## config.mk

```make
export PLATFORM = sky130hd
export DESIGN_NAME = ad7276_multi_if_flat
export DESIGN_NICKNAME = d
export VERILOG_FILES = /design/src/rtl/ad7276_multi_if_if.sv /design/src/rtl/ad7276_multi_if.sv /design/src/flat_wrapper.sv
export SDC_FILE = /design/constraint.sdc
export NUM_CORES = 1
export LEC_CHECK = 0
export ABC_CLOCK_PERIOD_IN_PS = 9900
export BUFFER_PORTS_ARGS = -buffer_cell sky130_fd_sc_hd__buf_2
export CAP_MARGIN = 0
export CORE_ASPECT_RATIO = 0.6
export CORE_MARGIN = 1
export CORE_UTILIZATION = 60
export DETAILED_ROUTE_END_ITERATION = 8
export GPL_TIMING_DRIVEN = 0
export PLACE_DENSITY = 0.88
export SYNTH_ARGS = -nofsm -noshare
export SYNTH_HDL_FRONTEND = slang
export SYNTH_SLANG_ARGS = --single-unit
```

## constraint.sdc

```tcl
create_clock -name fpga_clk_i -period 9.9 [get_ports fpga_clk_i]
set_input_delay 0.495 -clock fpga_clk_i [delete_from_list [all_inputs] [get_ports fpga_clk_i]]
set_output_delay 0.495 -clock fpga_clk_i [all_outputs]
set_load 0.03 [all_outputs]
```

## src/rtl/ad7276_multi_if_if.sv

```systemverilog
// Bundle of the ADC-facing serial pins and the host-facing result/control signals.
// Latency: none; pure wiring between the controller and its environment.
// Backpressure: none; results are strobed and held, there is no ready path.
interface ad7276_multi_if_if #(
  parameter int NUM_CH    = 2,
  parameter int DATA_BITS = 12
);

  logic [NUM_CH-1:0]           en_i;
  logic                        trig_i;
  logic [NUM_CH-1:0]           data_i;
  logic                        sclk_o;
  logic                        cs_o;
  logic [NUM_CH*DATA_BITS-1:0] data_o;
  logic                        data_rdy_o;
  logic                        busy_o;

  // controller side
  modport master (
    input  en_i, trig_i, data_i,
    output sclk_o, cs_o, data_o, data_rdy_o, busy_o
  );

  // environment side (host logic plus the ADCs)
  modport slave (
    output en_i, trig_i, data_i,
    input  sclk_o, cs_o, data_o, data_rdy_o, busy_o
  );

endinterface

```

## src/rtl/ad7276_multi_if.sv

```systemverilog
// Drives one shared SCLK/CS to NUM_CH AD7276-class ADCs and captures a result per channel per frame.
// Latency: data_o/data_rdy_o update one cycle after the last SCLK high half of the frame.
// Backpressure: none; data_rdy_o is a one-cycle strobe and data_o holds until the next frame.
module ad7276_multi_if #(
  parameter int NUM_CH       = 2,
  parameter int FRAME_BITS   = 16,
  parameter int DATA_BITS    = 12,
  parameter int LEAD_BITS    = 2,
  parameter int SCLK_DIV     = 2,
  parameter int CS_SETUP_CNT = 2,
  parameter int CYCLE_CNT    = 100,
  parameter int CONTINUOUS   = 1
) (
  input logic               fpga_clk_i,
  input logic               reset_n_i,
  ad7276_multi_if_if.master adc
);

  // Counter widths sized to hold their terminal values.
  localparam int TMR_W = (CYCLE_CNT > 1)    ? $clog2(CYCLE_CNT)    : 1;
  localparam int SET_W = (CS_SETUP_CNT > 1) ? $clog2(CS_SETUP_CNT) : 1;
  localparam int DIV_W = (SCLK_DIV > 1)     ? $clog2(SCLK_DIV)     : 1;
  localparam int BIT_W = (FRAME_BITS > 1)   ? $clog2(FRAME_BITS)   : 1;

  localparam logic [TMR_W-1:0] TMR_LOAD = TMR_W'(CYCLE_CNT - 1);
  localparam logic [SET_W-1:0] SET_LAST = SET_W'(CS_SETUP_CNT - 1);
  localparam logic [DIV_W-1:0] DIV_LAST = DIV_W'(SCLK_DIV - 1);
  localparam logic [BIT_W-1:0] BIT_LAST = BIT_W'(FRAME_BITS - 1);

  typedef enum logic [1:0] {
    IDLE  = 2'd0,
    SETUP = 2'd1,
    SHIFT = 2'd2,
    DONE  = 2'd3
  } state_t;

  state_t                      state, state_nxt;
  logic [TMR_W-1:0]            timer, timer_nxt;
  logic [SET_W-1:0]            setup_cnt, setup_cnt_nxt;
  logic [DIV_W-1:0]            half_cnt, half_cnt_nxt;
  logic [BIT_W-1:0]            bit_cnt, bit_cnt_nxt;
  logic                        trig_pend, trig_pend_nxt;
  logic [NUM_CH-1:0]           en_lat, en_lat_nxt;
  logic                        sclk_q, sclk_nxt;
  logic                        cs_q, cs_nxt;
  logic                        rdy_q, rdy_nxt;
  logic                        busy_q;
  logic [NUM_CH*DATA_BITS-1:0] data_q, data_nxt;
  logic                        start;
  logic                        sample;

  // One shift register per ADC, filled MSB first.
  logic [FRAME_BITS-1:0]       shreg [NUM_CH];

  // Next-state logic; outputs are computed one cycle early so the pins come straight from flops.
  always_comb begin
    start         = (state == IDLE) && (adc.en_i != '0) && (timer == '0) &&
                    ((CONTINUOUS != 0) || trig_pend);
    sample        = 1'b0;
    state_nxt     = state;
    timer_nxt     = (timer != '0) ? timer - TMR_W'(1) : timer;
    setup_cnt_nxt = setup_cnt;
    half_cnt_nxt  = half_cnt;
    bit_cnt_nxt   = bit_cnt;
    en_lat_nxt    = en_lat;
    sclk_nxt      = sclk_q;
    cs_nxt        = cs_q;
    rdy_nxt       = 1'b0;
    data_nxt      = data_q;

    case (state)
      IDLE: begin
        if (start) begin
          state_nxt     = SETUP;
          timer_nxt     = TMR_LOAD;
          setup_cnt_nxt = '0;
          en_lat_nxt    = adc.en_i;
          cs_nxt        = 1'b0;
          sclk_nxt      = 1'b1;
        end
      end

      SETUP: begin
        if (setup_cnt == SET_LAST) begin
          // first SHIFT cycle is already the first SCLK low half
          state_nxt    = SHIFT;
          half_cnt_nxt = '0;
          bit_cnt_nxt  = '0;
          sclk_nxt     = 1'b0;
        end else begin
          setup_cnt_nxt = setup_cnt + SET_W'(1);
        end
      end

      SHIFT: begin
        if (half_cnt == DIV_LAST) begin
          half_cnt_nxt = '0;
          if (!sclk_q) begin
            // rising SCLK: the ADC bit has been stable for a whole low half
            sclk_nxt = 1'b1;
            sample   = 1'b1;
          end else if (bit_cnt == BIT_LAST) begin
            // end of the last high half: SCLK stays high into DONE
            state_nxt = DONE;
            cs_nxt    = 1'b1;
            rdy_nxt   = 1'b1;
            for (int k = 0; k < NUM_CH; k++) begin
              data_nxt[k*DATA_BITS +: DATA_BITS] =
                en_lat[k] ? shreg[k][FRAME_BITS-1-LEAD_BITS -: DATA_BITS] : '0;
            end
          end else begin
            sclk_nxt    = 1'b0;
            bit_cnt_nxt = bit_cnt + BIT_W'(1);
          end
        end else begin
          half_cnt_nxt = half_cnt + DIV_W'(1);
        end
      end

      DONE: begin
        state_nxt = IDLE;
      end

      default: begin
        state_nxt = IDLE;
      end
    endcase

    // a trigger landing on the start cycle survives the clear
    trig_pend_nxt = adc.trig_i | (trig_pend & ~start);
  end

  // State, counters and registered outputs.
  always_ff @(posedge fpga_clk_i) begin
    if (!reset_n_i) begin
      state     <= IDLE;
      timer     <= '0;
      setup_cnt <= '0;
      half_cnt  <= '0;
      bit_cnt   <= '0;
      trig_pend <= 1'b0;
      en_lat    <= '0;
      sclk_q    <= 1'b1;
      cs_q      <= 1'b1;
      rdy_q     <= 1'b0;
      busy_q    <= 1'b0;
      data_q    <= '0;
    end else begin
      state     <= state_nxt;
      timer     <= timer_nxt;
      setup_cnt <= setup_cnt_nxt;
      half_cnt  <= half_cnt_nxt;
      bit_cnt   <= bit_cnt_nxt;
      trig_pend <= trig_pend_nxt;
      en_lat    <= en_lat_nxt;
      sclk_q    <= sclk_nxt;
      cs_q      <= cs_nxt;
      rdy_q     <= rdy_nxt;
      busy_q    <= (state_nxt != IDLE);
      data_q    <= data_nxt;
    end
  end

  // Capture every channel on each SCLK rising edge; disabled channels are masked at DONE.
  always_ff @(posedge fpga_clk_i) begin
    if (!reset_n_i) begin
      for (int k = 0; k < NUM_CH; k++) begin
        shreg[k] <= '0;
      end
    end else if (sample) begin
      for (int k = 0; k < NUM_CH; k++) begin
        shreg[k] <= {shreg[k][FRAME_BITS-2:0], adc.data_i[k]};
      end
    end
  end

  assign adc.sclk_o     = sclk_q;
  assign adc.cs_o       = cs_q;
  assign adc.data_o     = data_q;
  assign adc.data_rdy_o = rdy_q;
  assign adc.busy_o     = busy_q;

endmodule

```

## src/flat_wrapper.sv

```systemverilog
// flat-port wrapper written by rule: the top's interface ports become plain ports
module ad7276_multi_if_flat 
#(
  parameter int NUM_CH       = 2,
  parameter int FRAME_BITS   = 16,
  parameter int DATA_BITS    = 12,
  parameter int LEAD_BITS    = 2,
  parameter int SCLK_DIV     = 2,
  parameter int CS_SETUP_CNT = 2,
  parameter int CYCLE_CNT    = 100,
  parameter int CONTINUOUS   = 1
)
  (fpga_clk_i, reset_n_i, adc_en_i, adc_trig_i, adc_data_i, adc_sclk_o, adc_cs_o, adc_data_o, adc_data_rdy_o, adc_busy_o);
  ad7276_multi_if_if #(.NUM_CH(NUM_CH), .DATA_BITS(DATA_BITS)) adc_i ();
  input logic fpga_clk_i;
  input logic reset_n_i;
  input wire logic [$bits(adc_i.en_i)-1:0] adc_en_i;
  input wire logic [$bits(adc_i.trig_i)-1:0] adc_trig_i;
  input wire logic [$bits(adc_i.data_i)-1:0] adc_data_i;
  output wire logic [$bits(adc_i.sclk_o)-1:0] adc_sclk_o;
  output wire logic [$bits(adc_i.cs_o)-1:0] adc_cs_o;
  output wire logic [$bits(adc_i.data_o)-1:0] adc_data_o;
  output wire logic [$bits(adc_i.data_rdy_o)-1:0] adc_data_rdy_o;
  output wire logic [$bits(adc_i.busy_o)-1:0] adc_busy_o;
  assign adc_i.en_i = adc_en_i;
  assign adc_i.trig_i = adc_trig_i;
  assign adc_i.data_i = adc_data_i;
  assign adc_sclk_o = adc_i.sclk_o;
  assign adc_cs_o = adc_i.cs_o;
  assign adc_data_o = adc_i.data_o;
  assign adc_data_rdy_o = adc_i.data_rdy_o;
  assign adc_busy_o = adc_i.busy_o;
  ad7276_multi_if #(.NUM_CH(NUM_CH), .FRAME_BITS(FRAME_BITS), .DATA_BITS(DATA_BITS), .LEAD_BITS(LEAD_BITS), .SCLK_DIV(SCLK_DIV), .CS_SETUP_CNT(CS_SETUP_CNT), .CYCLE_CNT(CYCLE_CNT), .CONTINUOUS(CONTINUOUS)) u_core (.fpga_clk_i(fpga_clk_i), .reset_n_i(reset_n_i), .adc(adc_i));
endmodule
```

---- Yosys cells after proc, flatten, opt, wreduce, memory -nomap -nowiden ----
Memory sizes are Yosys's and may differ from the RTL's.
Cells that the tools add are included.
word-level totals
  memory bits (writable) .................. 32
  memories kept ........................... 1
  bits in registers ....................... 45
  input port bits ......................... 7
memory list
  memory        depth  width  read ports  clocked after memory_dff  write ports  line                   RTL
  u_core.shreg  2      16     2           0                         2            ad7276_multi_if.sv:53  logic [FRAME_BITS-1:0] shreg [NUM_CH];
cells by class
  mux-type cells .......................... 40
  eq/ne operators ......................... 10
  reductions and logical operators ........ 19
  add/subtract/negate cells ............... 4
  bitwise logic cells ..................... 2
operators by type and width
  cell                                                                      count
  16-bit two-way mux                                                        2
  12-bit two-way mux                                                        2
  7-bit two-way mux                                                         3
  1-bit two-way mux                                                         18
  4-bit two-way mux                                                         4
  4-bit AND reduction                                                       3
  2-bit two-way mux                                                         5
  2-bit by 1-bit inequality test with 1-bit output (second input constant)  5
  5-bit AND reduction                                                       2
  2-bit nonzero test                                                        5
  2-bit one-hot mux with 4 select lines                                     1
  4-bit one-hot mux with 2 select lines                                     1
  7-bit zero test                                                           1
  7-bit nonzero test                                                        1
  7-bit by 1-bit subtractor with 7-bit output (second input constant)       1
  1-bit one-hot mux with 2 select lines                                     3
  2-bit AND reduction                                                       3
  4-bit by 1-bit adder with 4-bit output (second input constant)            1
  2-bit == test (second input constant)                                     2
  4-bit == test (second input constant)                                     1
  1-bit one-hot mux with 3 select lines                                     1
  3-bit nonzero test                                                        1
  1-bit adder (second input constant)                                       2
  2-bit by 1-bit == test with 1-bit output (second input constant)          1
  4 further kinds                                                           6

---- Depth between registers and ports, before layout ----
Gate-level depths: netlist (run 1).
  word-level depth ........................ 7
  mapped depth ............................ 8
  mapped depth without buffers ............ 6

---- Worst setup path before layout (run 1) ----
OpenSTA, ideal clock, no wires.
  path kind ............................... register to register
  start point ............................. register u_core.state[0]
  end point ............................... memory u_core.shreg[0][0], enable pin
  required time ........................... 9.448 ns
  setup time .............................. 0.452 ns
  period minus slack after synthesis ...... 3.125 ns
  stages on the path, launching flop included .. 4
  arrival ................................. 2.673 ns
  setup slack ............................. 6.775 ns
  path through ............................ dfxtp_1 and2b_1 nand2_1 o21ai_0
RTL lines
  item                      line                    RTL
  start: declaration        ad7276_multi_if.sv:37   state_t state, state_nxt;
  start signal: assignment  ad7276_multi_if.sv:149  state <= state_nxt;
  end: declaration          ad7276_multi_if.sv:53

==> impl_metrics.json, run 1 <==
{
  "regArea_um2": 1740,
  "hold_end": "u_core.en_lat[0]$_SDFFE_PN0P_",
  "post_cts_resized": 0,
  "reg2reg_slack_ps": 7710,
  "min_from": "adc_en_i[0]",
  "netlist_top_cells_count": "dfxtp_1, and2_1, edfxtp_1, a22o_1, nand2_1",
  "worstReg2RegStart": "u_core.state[1]$_SDFF_PN0_",
  "drv_slew": 0,
  "seq_area_frac_synth_pct": 65.0,
  "ios": 35,
  "netSwitchingPower_uw": 185,
  "worst-path-max-fanout": 10,
  "power.density_nw_per_um2": 231,
  "finalCriticalPeriod_ps": 2190,
  "crit_path_top_delay_cell": "nor3_1",
  "die_h_um": 53.8,
  "wl_per_cell_um": 15.7,
  "swShare_pct": 25.3,
  "p_clk_share_pct": 35.4,
  "slew_headroom_pct": 43.2,
  "multi_input_area_um2": 867,
  "fmax_ghz": 0.456,
  "finalSetupViolations": 0,
  "cts_tree": "yes",
  "initial_core_util_pct": 63.9,
  "place.gp.congestion": 0.789,
  "drt_iter0_drc": 86,
  "synth_area_leader_cell": "dfxtp_1",
  "p_leak_uw": 0.00132,
  "tns_ps": 0,
  "synth_edf_count": 28,
  "cp.arrival_ps": 2400,
  "synth_top_area_share_pct": 33.6,
  "worst_r2r_endpoint": "u_core.shreg[0][0]$_SDFFCE_PN0P_",
  "holdPathStages": 3,
  "path_clk_slew_ps": 70,
  "placed_cells": 310,
  "grt_max_degree": 19,
  "synth_area_leaders": "dfxtp_1, edfxtp_1, a22o_1",
  "cp-start-kind": "flip-flop",
  "grt_pass1_wl_mm": 8.16,
  "postCtsHoldBufs": 0,
  "skew_ps": 3.87,
  "syn_area_um2": 2680,
  "finalPower_uw": 732,
  "cts_max_level": 3,
  "max-cap-violations": 0,
  "path_depth": 5,
  "syn_inst": 216,
  "track_usage_pct": 24.8,
  "clkLatencyLatePin_ps": 340,
  "cts_setup_buffers": 0,
  "dieWidth_um": 88.3,
  "crit_path_max_incr_delay_ps": 660,
  "dpl.hpwl_mm": 3.34,
  "synth_seq_cells": 73,
  "pwr-share-comb_pct": 15.7,
  "tightest_slew_ps": 845,
  "cts.sinks": 73,
  "cts-root-buf": "clkbuf_8",
  "n_fill_cell": 281,
  "rsz0062_at_grt": "no",
  "ys.flop_type": "dfxtp_1",
  "reg2reg_depth": 5,
  "path_delay_family": "simple AND/OR/NAND/NOR gates",
  "crit_chain": "and2b_1 -> nand2_1 -> nor3_1 -> clkbuf_1 -> and2_1",
  "ys_types": 37,
  "min_path_type": "in -> reg",
  "finalNetCount": 270,
  "yosysWarnings": 0,
  "vias": 1811,
  "cts_buffers": 9,
  "worst-path-buf-inv": 1,
  "worst_ep_required_time_ps": 10100,
  "crit_type": "reg -> reg",
  "yosysMostFrequentCell": "dfxtp_1",
  "antenna_left": 0,
  "row_count": 18,
  "overflow": 0,
  "internal_power_uw": 546,
  "pwr-share-seq_pct": 48.9,
  "layoutNonFillerInstCount": 326,
  "numPortBuffers": 33,
  "synth.avg_cell_area_um2": 12.4,
  "cts_buffer_depth": 2,
  "hold_viol": 0,
  "antennaDiodeCount": 0,
  "syn_nets": 225,
  "final.period_utilization_pct": 22.1,
  "core_area_um2": 4190,
  "drive_gt1_share_pct": 21.4,
  "drc": 0,
  "drtPass1Iterations": 4,
  "outcome": "complete, no violations",
  "cp-end-kind": "flip-flop",
  "irDropWorstVdd_mv": 0.156,
  "via_per_inst": 5.56,
  "area_growth_pct": 18.2,
  "routed_wl_mm": 5.11,
  "die_area_um2": 4740,
  "first_global_vias": 1657,
  "async_reset_ff_share_pct": 0,
  "grt_antenna_before_repair": 0
}
-- sequential cells by signal, summed over array words and instances (netlist names) --
signal	count
u_core.adc.data_o	24
u_core.timer	7
u_core.bit_cnt	4
u_core.adc.data_rdy_o	1
u_core.adc.cs_o	1
u_core.setup_cnt	1
u_core.half_cnt	1
u_core.state	2
u_core.shreg	28
u_core.adc.sclk_o	1
u_core.en_lat	2
u_core.adc.busy_o	1
-- layer usage --
layer / global-route usage (%) / up-vias / share of wire [%]
met3: 8.28 / 4 / 5.9
met5: 0 / - / 0
met4: 10.5 / 0 / 0.65
met1: 33.1 / 879 / 48
li1: - / 871 / -
met2: 37.6 / 57 / 46
-- layout by cell type (no fill, tap or decap), types with 2 or more instances in the layout --
cell type,netlist,final
edfxtp_1,28,28
buf_2,2,35
clkbuf_1,6,6
nand2_1,13,13
nor3_1,7,7
inv_1,5,5
o21ai_0,9,8
nand2b_1,2,2
clkbuf_8,0,9
buf_6,2,2
a211oi_1,2,2
a22o_1,24,24
o21a_1,3,3
nand3_1,2,2
clkinv_2,0,3
a21oi_1,4,4
mux2i_1,2,2
xnor2_1,2,2
nand3b_1,2,2
bufinv_16,0,2
dfxtp_1,45,45
ha_1,2,2
and2_1,30,30
nor2_1,5,5
and3_1,2,2
nor2b_1,2,2
o31a_1,2,2
-- cell families (layout without fill, tap and decap cells) --
group                      count (synthesis)  after routing  share of synthesized area [%]
xor gates and xnor gates                   3              3                          0.981
AOI/OAI and AO/OA                         47             47                           13.5
adders and majority gates                  2              2                          0.934
DFF                                       73             73                           65.0
and+or+nand+nor                           74             74                           16.1
muxes                                      2              2                          0.747
buffers and inverters                     15             65                           2.76
-- worst max-delay path by stage --
stage | start | to
floorplan | u_core.state[0]$_SDFF_PN0_ | u_core.shreg[0][0]$_SDFFCE_PN0P_
global placement | u_core.state[1]$_SDFF_PN0_ | u_core.shreg[0][21]$_SDFFCE_PN0P_
detailed placement | reset_n_i | u_core.shreg[0][21]$_SDFFCE_PN0P_
CTS | u_core.state[1]$_SDFF_PN0_ | u_core.shreg[0][0]$_SDFFCE_PN0P_
global route | u_core.state[1]$_SDFF_PN0_ | u_core.shreg[0][21]$_SDFFCE_PN0P_
finish | u_core.state[1]$_SDFF_PN0_ | u_core.shreg[0][0]$_SDFFCE_PN0P_
-- final cells by class --
cell class	count	area share, %
Timing Repair Buffer	34	5.69
Tap cell	60	2.37
Inverter	5	0.593
Clock buffer	10	4.70
Sequential cell	73	55.0
Buffer	10	1.74
Clock inverter	6	2.49
Multi-Input combinational cell	128	27.4
-- metrics by stage --
stage / setup WS [ps] / util [%] / hold slack, ps / cell area, um^2
2_1_floorplan: 6780 / - / 430 / 2680
3_3_place_gp: 5970 / 69.7 / 441 / 2920
3_5_place_dp: 7730 / 70.1 / 443 / 2940
4_1_cts: 7730 / 75.6 / 420 / 3170
5_1_grt: 7560 / 75.6 / 432 / 3170
6_report: 7710 / 75.6 / 427 / 3170
-- power groups by stage --
| stage | Combinational [uW] | Clock, uW | Sequential, uW |
|---|---|---|---|
| 2_1_floorplan | 83.6 | 0 | 367 |
| 3_3_place_gp | 108 | 0 | 362 |
| 3_5_place_dp | 113 | 0 | 363 |
| 4_1_cts | 115 | 261 | 357 |
| 5_1_grt | 125 | 276 | 361 |
| 6_report | 115 | 259 | 358 |
-- worst min-delay path, cell delays in order --
cell and delay, ps:
buf_2 110, nand2_1 50, mux2i_1 60
(Power assumes the default switching activity.)
==> run 2: changes to the inputs <==
--- a/config.mk
+++ b/config.mk
@@ -5,15 +5,16 @@
 export SDC_FILE = /design/constraint.sdc
 export NUM_CORES = 1
 export LEC_CHECK = 0
-export ABC_CLOCK_PERIOD_IN_PS = 9900
+export ABC_AREA = 1
+export ABC_CLOCK_PERIOD_IN_PS = 1800
 export BUFFER_PORTS_ARGS = -buffer_cell sky130_fd_sc_hd__buf_2
 export CAP_MARGIN = 0
 export CORE_ASPECT_RATIO = 0.6
 export CORE_MARGIN = 1
-export CORE_UTILIZATION = 60
+export CORE_UTILIZATION = 51
 export DETAILED_ROUTE_END_ITERATION = 8
 export GPL_TIMING_DRIVEN = 0
-export PLACE_DENSITY = 0.88
+export PLACE_DENSITY = 0.8
 export SYNTH_ARGS = -nofsm -noshare
 export SYNTH_HDL_FRONTEND = slang
 export SYNTH_SLANG_ARGS = --single-unit
==> constraint.sdc (replaced) <==
create_clock -name fpga_clk_i -period 1.8 [get_ports fpga_clk_i]
set_input_delay 0.09 -clock fpga_clk_i [delete_from_list [all_inputs] [get_ports fpga_clk_i]]
set_output_delay 0.09 -clock fpga_clk_i [all_outputs]
set_load 0.03 [all_outputs]
==> impl_metrics.json, run 2 <==
{
  "mostFrequentLayoutCells": "nand3_1, nand2_1, dfxtp_1",
  "ys_types": 28,
  "die_h_um": 61.1,
  "hold_end": "u_core.shreg[0][16]$_SDFFCE_PN0P_",
  "cts.sinks": 73,
  "antennaDiodeCount": 0,
  "clkLatencyLatePin_ps": 340,
  "yosys.area_share.simple_pct": 27.7,
  "overflow": 0,
  "slew_headroom_pct": 48.5,
  "irDropWorstVdd_mv": 0.476,
  "drive_gt1_share_pct": 19.2,
  "cts_max_level": 3,
  "rsz0062_at_grt": "no",
  "async_reset_ff_share_pct": 0,
  "yosysWarnings": 0,
  "layout_commonest_cell": "nand3_1",
  "netSwitchingPower_uw": 1320,
  "worst_ep_required_time_ps": 1790,
  "synth_area_leader_cell": "dfxtp_1",
  "swShare_pct": 31.6,
  "initial_core_util_pct": 53.0,
  "cts_tree": "yes",
  "path_clk_slew_ps": 70,
  "min_path_type": "in -> reg",
  "outcome": "complete, no violations",
  "finalSetupViolations": 0,
  "postCtsHoldBufs": 0,
  "cp-start-kind": "flip-flop",
  "numPortBuffers": 32,
  "worst_r2r_endpoint": "u_core.shreg[0][20]$_SDFFCE_PN0P_",
  "grt_antenna_before_repair": 0,
  "power.density_nw_per_um2": 1200,
  "skew_ps": 11.5,
  "cts_buffers": 9,
  "cts_buffer_depth": 2,
  "fmax_ghz": 0.587,
  "syn_area_um2": 2970,
  "pwr-share-comb_pct": 21.9,
  "netlist_top_cells_count": "nand3_1, nand2_1, dfxtp_1, inv_1, nor2_1",
  "area_growth_pct": 17.6,
  "worst-path-max-fanout": 14,
  "reg2reg_slack_ps": 100,
  "first_global_vias": 2015,
  "worstReg2RegStart": "u_core.state[1]$_SDFF_PN0_",
  "via_per_inst": 5.07,
  "vias": 2339,
  "regMostFlops": "u_core.shreg",
  "grt_max_degree": 15,
  "reg2reg_depth": 4,
  "synth_seq_cells": 73,
  "crit_type": "reg -> reg",
  "synth_compound_area_share_pct": 4.05,
  "wl_per_cell_um": 13.5,
  "holdWs_ps": 40.0,
  "cp.arrival_ps": 1690,
  "finalNetCount": 385,
  "ios": 35,
  "cts-root-buf": "clkbuf_8",
  "place.gp.congestion": 0.847,
  "drv_slew": 0,
  "synth_top_area_share_pct": 30.4,
  "drc": 0,
  "p_leak_uw": 0.00158,
  "finalCriticalPeriod_ps": 1700,
  "yosysMostFrequentCell": "nand3_1",
  "grt_pass1_wl_mm": 9.52,
  "antenna_left": 0,
  "setup_slack_ps": 96.2,
  "syn_nets": 340,
  "internal_power_uw": 2850,
  "ys.flop_type": "dfxtp_1",
  "synth_top_family_by_area": "simple AND/OR/NAND/NOR gates",
  "dpl.hpwl_mm": 4.06,
  "largest_reg_flops": 28,
  "synth_edf_count": 28,
  "final.period_utilization_pct": 94.7,
  "finalPower_uw": 4170,
  "syn_inst": 331,
  "muxShareOfSynthArea_pct": 0,
  "dieWidth_um": 100,
  "pwr-share-seq_pct": 46.8,
  "synth.avg_cell_area_um2": 8.96,
  "tightest_slew_ps": 772,
  "drtPass1Iterations": 4,
  "cp-end-kind": "flip-flop",
  "p_clk_share_pct": 31.3,
  "synth_fa_ha_area_share_pct": 0.844,
  "routed_wl_mm": 6.20,
  "drt_iter0_drc": 147,
  "seq_area_frac_synth_pct": 58.7,
  "synth_area_leaders": "dfxtp_1, edfxtp_1, nand3_1",
  "place_ws_ps": -60.3,
  "min_from": "adc_data_i[1]",
  "hold_viol": 0,
  "track_usage_pct": 21.4,
  "synth_xor_xnor_area_share_pct": 0.591,
  "max-cap-violations": 0,
  "die_area_um2": 6130,
  "holdPathStages": 3,
  "core_area_um2": 5600,
  "row_count": 21
}
run 2: cell count changes after synthesis, moves of 5 or more:
cell,previous run,this run
nand3_1,2,62
nand2_1,13,55
inv_1,5,43
nor2_1,5,38
and2_1,30,0
a22o_1,24,0
a21oi_1,4,14
nor3_1,7,0
o21ai_0,9,3
nand4_1,1,6
run 2: cell families after synthesis:
family	Yosys count
simple gates	173
flops	73
buf+inv	59
compound gates	22
xor+xnor	2
fa+ha+maj	2
run 2: metrics by stage:
step	std cells	cell area, um^2	utilization, %	setup TNS [ps]
4_1_cts	460	3460	61.8	0
3_3_place_gp	443	3240	57.8	-425
3_5_place_dp	443	3240	57.8	-1650
5_1_grt	461	3490	62.3	0
2_1_floorplan	331	2980	-	0
6_report	461	3490	62.3	0
run 2: worst max-delay path, stage by stage, from the launching register on:
cell and delay, ps:
dfxtp_1 400, inv_2 70, nor2_4 150, nand2_1 230, o21ai_4 490
run 2: what timing repair did:
action,in CTS,in global routing
endpoints found under the setup margin,28,17
pin swaps,0,1
gates cloned,1,0
gates resized for setup,1,3
setup buffers,0,1
run 2: power groups by stage:
| stage | Sequential [uW] | Clock (uW) | Combinational, uW |
|---|---|---|---|
| finish | 1960 | 1310 | 912 |
| global route | 1970 | 1420 | 1040 |
| CTS | 1950 | 1340 | 877 |
| detailed placement | 1990 | 0 | 869 |
| global placement | 1980 | 0 | 836 |
| floorplan | 2010 | 0 | 653 |
run 2: worst max path at each step:
| stage | from | to | depth (start not counted) |
|---|---|---|---|
| 2_1_floorplan | u_core.adc.sclk_o$_SDFFE_PN1P_ | u_core.shreg[0][0]$_SDFFCE_PN0P_ | 3 |
| 3_3_place_gp | u_core.state[1]$_SDFF_PN0_ | u_core.shreg[0][16]$_SDFFCE_PN0P_ | 4 |
| 3_5_place_dp | u_core.state[1]$_SDFF_PN0_ | u_core.shreg[0][16]$_SDFFCE_PN0P_ | 4 |
| 4_1_cts | u_core.timer[0]$_SDFF_PN0_ | u_core.adc.sclk_o$_SDFFE_PN1P_ | 9 |
| 5_1_grt | u_core.state[1]$_SDFF_PN0_ | u_core.shreg[0][20]$_SDFFCE_PN0P_ | 4 |
| 6_report | u_core.state[1]$_SDFF_PN0_ | u_core.shreg[0][20]$_SDFFCE_PN0P_ | 4 |
run 2: cell type report:
| type | instances | area [um^2] |
|---|---|---|
| plain buffers | 13 | 67.6 |
| clock buffers | 12 | 155 |
| clock inverters | 4 | 51.3 |
| fillers | 492 | 2110 |
| inverters | 46 | 173 |
| multi-input cells | 200 | 1020 |
| flip-flops and latches | 73 | 1740 |
| well taps | 80 | 100 |
| repair buffers | 33 | 180 |
run 2: metal layers:
layer | global-route usage (%) | up-vias | share of wire [%]
met2 | 32.2 | 55 | 46
met1 | 27.9 | 1110 | 48
li1 | - | 1172 | -
met5 | 0 | - | 0
met4 | 6.83 | 0 | 0.45
met3 | 9.76 | 2 | 5.9
